--- src/rtl/mem_bus_arb.sv ---
// Two-requester memory bus arbiter: the MEM stage wins over instruction fetch, and bus outputs are registered.
// Optional macro ARB_TIMEOUT_EN adds an 8-bit busy-cycle watchdog that drives bus_err.
module mem_bus_arb (
  input  logic        clk,
  input  logic        rst,
  input  logic [5:0]  stall,
  input  logic        flush,
  input  logic        if_req,
  input  logic [31:0] if_addr,
  output logic [31:0] if_rdata,
  output logic        if_stallreq,
  input  logic        mem_req,
  input  logic        mem_we,
  input  logic [3:0]  mem_sel,
  input  logic [31:0] mem_addr,
  input  logic [31:0] mem_wdata,
  output logic [31:0] mem_rdata,
  output logic        mem_stallreq,
  output logic        bus_req,
  output logic        bus_we,
  output logic [3:0]  bus_sel,
  output logic [31:0] bus_addr,
  output logic [31:0] bus_wdata,
  input  logic [31:0] bus_rdata,
  input  logic        bus_ack,
  output logic        bus_err,
  output logic [2:0]  dbg_state
);

  // Handshake: a request is taken in IDLE; bus_req stays high with constant
  // payload until bus_ack is sampled, and drops on the following edge.
  typedef enum logic [2:0] {
    IDLE     = 3'd0,
    BUSY_MEM = 3'd1,
    BUSY_IF  = 3'd2,
    DONE_MEM = 3'd3,
    DONE_IF  = 3'd4
  } state_t;

  state_t      state, state_next;
  logic        discard;
  logic [31:0] rdata_q;
  logic        timeout;
  logic        unused_stall;

  assign unused_stall = ^{stall[5], stall[3:2], stall[0]};

`ifdef ARB_TIMEOUT_EN
  logic [7:0] tmo_cnt;
  logic       bus_err_q;
  assign timeout = (tmo_cnt == 8'hFF) && !bus_ack;
  assign bus_err = bus_err_q;
`else
  assign timeout = 1'b0;
  assign bus_err = 1'b0;
`endif

  assign dbg_state    = state;
  assign if_stallreq  = if_req  && (state != DONE_IF);
  assign mem_stallreq = mem_req && (state != DONE_MEM);
  assign if_rdata     = (state == DONE_IF)  ? rdata_q : 32'h0;
  assign mem_rdata    = (state == DONE_MEM) ? rdata_q : 32'h0;

  always_comb begin
    state_next = state;
    case (state)
      IDLE: begin
        if (mem_req)     state_next = BUSY_MEM;
        else if (if_req) state_next = BUSY_IF;
      end
      BUSY_MEM: if (bus_ack || timeout) state_next = (discard || flush) ? IDLE : DONE_MEM;
      BUSY_IF:  if (bus_ack || timeout) state_next = (discard || flush) ? IDLE : DONE_IF;
      DONE_MEM: if (flush || !stall[4]) state_next = IDLE;
      DONE_IF:  if (flush || !stall[1]) state_next = IDLE;
      default:  state_next = IDLE;
    endcase
  end

  always_ff @(posedge clk) begin
    if (rst) begin
      state     <= IDLE;
      discard   <= 1'b0;
      rdata_q   <= 32'h0;
      bus_req   <= 1'b0;
      bus_we    <= 1'b0;
      bus_sel   <= 4'h0;
      bus_addr  <= 32'h0;
      bus_wdata <= 32'h0;
`ifdef ARB_TIMEOUT_EN
      tmo_cnt   <= 8'h0;
      bus_err_q <= 1'b0;
`endif
    end else begin
      state <= state_next;
`ifdef ARB_TIMEOUT_EN
      bus_err_q <= 1'b0;
`endif
      case (state)
        IDLE: begin
          discard <= 1'b0;
`ifdef ARB_TIMEOUT_EN
          tmo_cnt <= 8'h0;
`endif
          if (mem_req) begin
            bus_req   <= 1'b1;
            bus_we    <= mem_we;
            bus_sel   <= mem_sel;
            bus_addr  <= mem_addr;
            bus_wdata <= mem_wdata;
          end else if (if_req) begin
            bus_req   <= 1'b1;
            bus_we    <= 1'b0;
            bus_sel   <= 4'hF;
            bus_addr  <= if_addr;
            bus_wdata <= 32'h0;
          end
        end
        BUSY_MEM, BUSY_IF: begin
          if (flush) discard <= 1'b1;
          if (bus_ack || timeout) begin
            // Timeout completes like an ack but returns zero data.
            rdata_q   <= bus_ack ? bus_rdata : 32'h0;
            bus_req   <= 1'b0;
            bus_we    <= 1'b0;
            bus_sel   <= 4'h0;
            bus_addr  <= 32'h0;
            bus_wdata <= 32'h0;
`ifdef ARB_TIMEOUT_EN
            bus_err_q <= !bus_ack;
          end else begin
            tmo_cnt <= tmo_cnt + 8'd1;
`endif
          end
        end
        default: ;
      endcase
    end
  end

endmodule

--- config.mk ---
export PLATFORM = sky130hd
export DESIGN_NAME = mem_bus_arb
export DESIGN_NICKNAME = d
export VERILOG_FILES = /design/src/rtl/mem_bus_arb.sv
export SDC_FILE = /design/constraint.sdc
export NUM_CORES = 1
export LEC_CHECK = 0
export ABC_AREA = 1
export CAP_MARGIN = 10
export CORE_MARGIN = 2
export CORE_UTILIZATION = 40
export DETAILED_ROUTE_END_ITERATION = 12
export PLACE_DENSITY = 0.81
export SLEW_MARGIN = 20
export SYNTH_ARGS = -nofsm -noshare
export SYNTH_HDL_FRONTEND = slang
export SYNTH_SLANG_ARGS = --single-unit
--- constraint.sdc ---
create_clock -name clk -period 1.6 [get_ports clk]
set_clock_uncertainty 0.05 [all_clocks]
set_input_delay 0.32 -clock clk [delete_from_list [all_inputs] [get_ports clk]]
set_output_delay 0.32 -clock clk [all_outputs]
set_load 0.02 [all_outputs]
==> metrics <==
FF-to-FF setup slack -0.18 ns; Rows 42; critical path class reg2out; io pins 285; hold crit path type reg2reg; H-Tree Depth 3; core area 13200 um2; met3 WL 2250 um; shortest period the worst path allows between 1.5 and 2 ns; max_cap viols 0; DIE AREA 14500 um2; clock buffer count from CTS 9; Netlist cell types 24; Final ANT Viol Nets 0; drt wl/cell 18.6 um; met1 WL 9030 um; final instance area 11300 um2; nets 1341; Synth Warn # 0; synthesized instance count 867; Starting DRT DRC Count ~650; Critical Path RT 1.23 ns; pin count of the biggest net entering global routing between 60 and 70; vias in the first global route 6094; Fin Setup TNS -22.93 ns; CP cell instances buf_6, nand3_4, buf_4, buf_12, nor2_2, buf_4; Critical Path Start Type flip-flop; Post-CTS Hold Buffers 0; initial antenna violation count 0; Final Setup Violations 166; Worst setup EP type primary output; Post-Syn Area 5430 um2; share of cells above drive strength 1 35.1%; max-slew violations 0; Crit-path slowest cell dfxtp_4; reg2reg path depth 13; Initial Util 41.0%; clock-pin slew on the worst setup and hold paths 0.07 ns; Crit Path Max Fanout 10; Avg Synthesized Cell Area 6.26 um2; Die H 121 um; top layer in use met4; die width 121 um; met2 wire length roughly 13000 um; RSZ-0062 raised after global routing true; Inst Count DP roughly 1300; Vias 7189; Clock Path Buffers 2; Core Util, Final 85.2%; commonest non-fill, non-tap cell in the layout nand2_1; FMAX ~0.53 GHz; Placed Area 8940 um2; critical path arrival 1.53 ns; clock root cell clkbuf_16; final hold viol count 0; WHS Endpoint bus_req$_SDFFE_PP0P_; gr ovfl total 0; port bufs 279; Max VDD drop between 1 and 1.5 mV; n_diodes 0; Layout area overhead 108%; syn_nets ~1000; FF-to-FF End bus_addr[6]$_SDFFE_PP0P_; Routed WL 25500 um; Clock Sinks around 110; Crit path largest cell delay approximately 0.37 ns; Clock Latency Late Sink between 0.3 and 0.4 ns; Seq/Total Area, Yosys about 39%; Post-Layout Cell Count 1376; status complete, but fails checks; pre-CTS setup slack -0.414 ns; Lkg Pwr roughly 5 nW; Final Cycle Share 119%; global-route wire length before repair around 31000 um; DPL Wire Length about 13000 um; fin worst setup slack -0.299 ns; CTS tree yes; drt drc 0; Crit path top cell by count buf_4; pwr dens 2140 nW/um2; failing checks negative setup slack; routability cong. roughly 0.82; DR pass1 iterations 5; worst reg2reg path startpoint dbg_state[0]$_SDFFE_PP0P_; worst hold path cell count 2; Hold Crit Start bus_req$_SDFFE_PP0P_; most frequent cells in the layout nand2_1, clkdlybuf4s50_1, nor2_1; FF+latch count, synth 106; gr usage total between 20 and 30%; Vias/cell 5.22
==> layout make-up <==
| class | instances | area, um2 |
|---|---|---|
| multi-input cells | 624 | 3910 |
| well taps | 176 | 220 |
| inverters | 66 | 264 |
| flip-flops and latches | 106 | 2130 |
| clock inverters | 4 | 51.3 |
| clock buffers | 11 | 253 |
| repair buffers | 389 | 4450 |
| fillers | 773 | 1970 |
==> per-stage QoR <==
stage               hold WS [ns]  total power, mW
floorplan                  0.342             11.3
global placement           0.383             15.2
detailed placement         0.389             15.3
CTS                        0.397             21.1
global route               0.426             25.4
finish                     0.399             24.2
==> state kept, by name, summed over array words and instances, names as in the netlist <==
register and count:
discard 1, bus_sel 4, bus_wdata 32, bus_req 1, bus_addr 32, dbg_state 3, bus_we 1, rdata_q 32
==> critical path, delay by kind of cell, from the launching register on <==
family	cells	cell delay, ns
simple gates	2	0.21
flops	1	0.37
buf+inv	4	0.58
==> repair_timing <==
item                                    in CTS  in global routing
cloned                                      15                 16
pin swaps                                   10                 46
resized for setup                          461                318
endpoints found under the setup margin     209                173
setup buffers                               28                 17
==> worst max-delay path by stage <==
stage / start / depth (start not counted) / endpoint / slack (ns)
finish: dbg_state[0]$_SDFFE_PP0P_ / 6 / mem_rdata[29] / -0.30
global route: dbg_state[0]$_SDFFE_PP0P_ / 6 / mem_rdata[29] / -0.32
CTS: dbg_state[1]$_SDFFE_PP0P_ / 5 / if_rdata[30] / -0.26
detailed placement: if_req / 4 / if_stallreq / -0.41
global placement: if_req / 4 / if_stallreq / -0.42
floorplan: dbg_state[0]$_SDFFE_PP0P_ / 5 / if_rdata[10] / -0.02
==> where the power goes <==
| part | switching (mW) | internal, mW | leakage [nW] | total, mW |
|---|---|---|---|---|
| sequential | 0.711 | 3.86 | 0.877 | 4.57 |
| clock | 1.03 | 1.29 | 0.148 | 2.32 |
| combinational | 9.33 | 7.97 | 4.03 | 17.3 |
| total | 11.1 | 13.1 | 5.06 | 24.2 |
==> synth_stat cells, drive strengths merged <==
library cell    n  share of area [%]
nand2         224                 16
o211ai          1               0.14
nor2          185                 13
a22oi           1               0.14
o21ai          35                3.2
nand4          27                3.2
dfxtp         106                 39
a21oi          92                8.5
buf            41                4.3
conb            1              0.069
nand3          58                5.6
inv            66                4.6
clkbuf         30                2.1
==> logic make-up after synthesis <==
family / Yosys count / share of synthesized area, %
and+or+nand+nor: 494 / 37.9
buffers and inverters: 137 / 11.0
AOI/OAI and AO/OA: 129 / 12.0
DFF: 106 / 39.1
other: 1 / 0.0691
==> layer usage <==
layer | up-vias | GRT usage [%]
li1 | 3403 | -
met1 | 3296 | 31.2
met2 | 408 | 48.9
met3 | 82 | 7.26
met4 | 0 | 8.14
met5 | - | 0
Power figures use the tool's default switching activity.
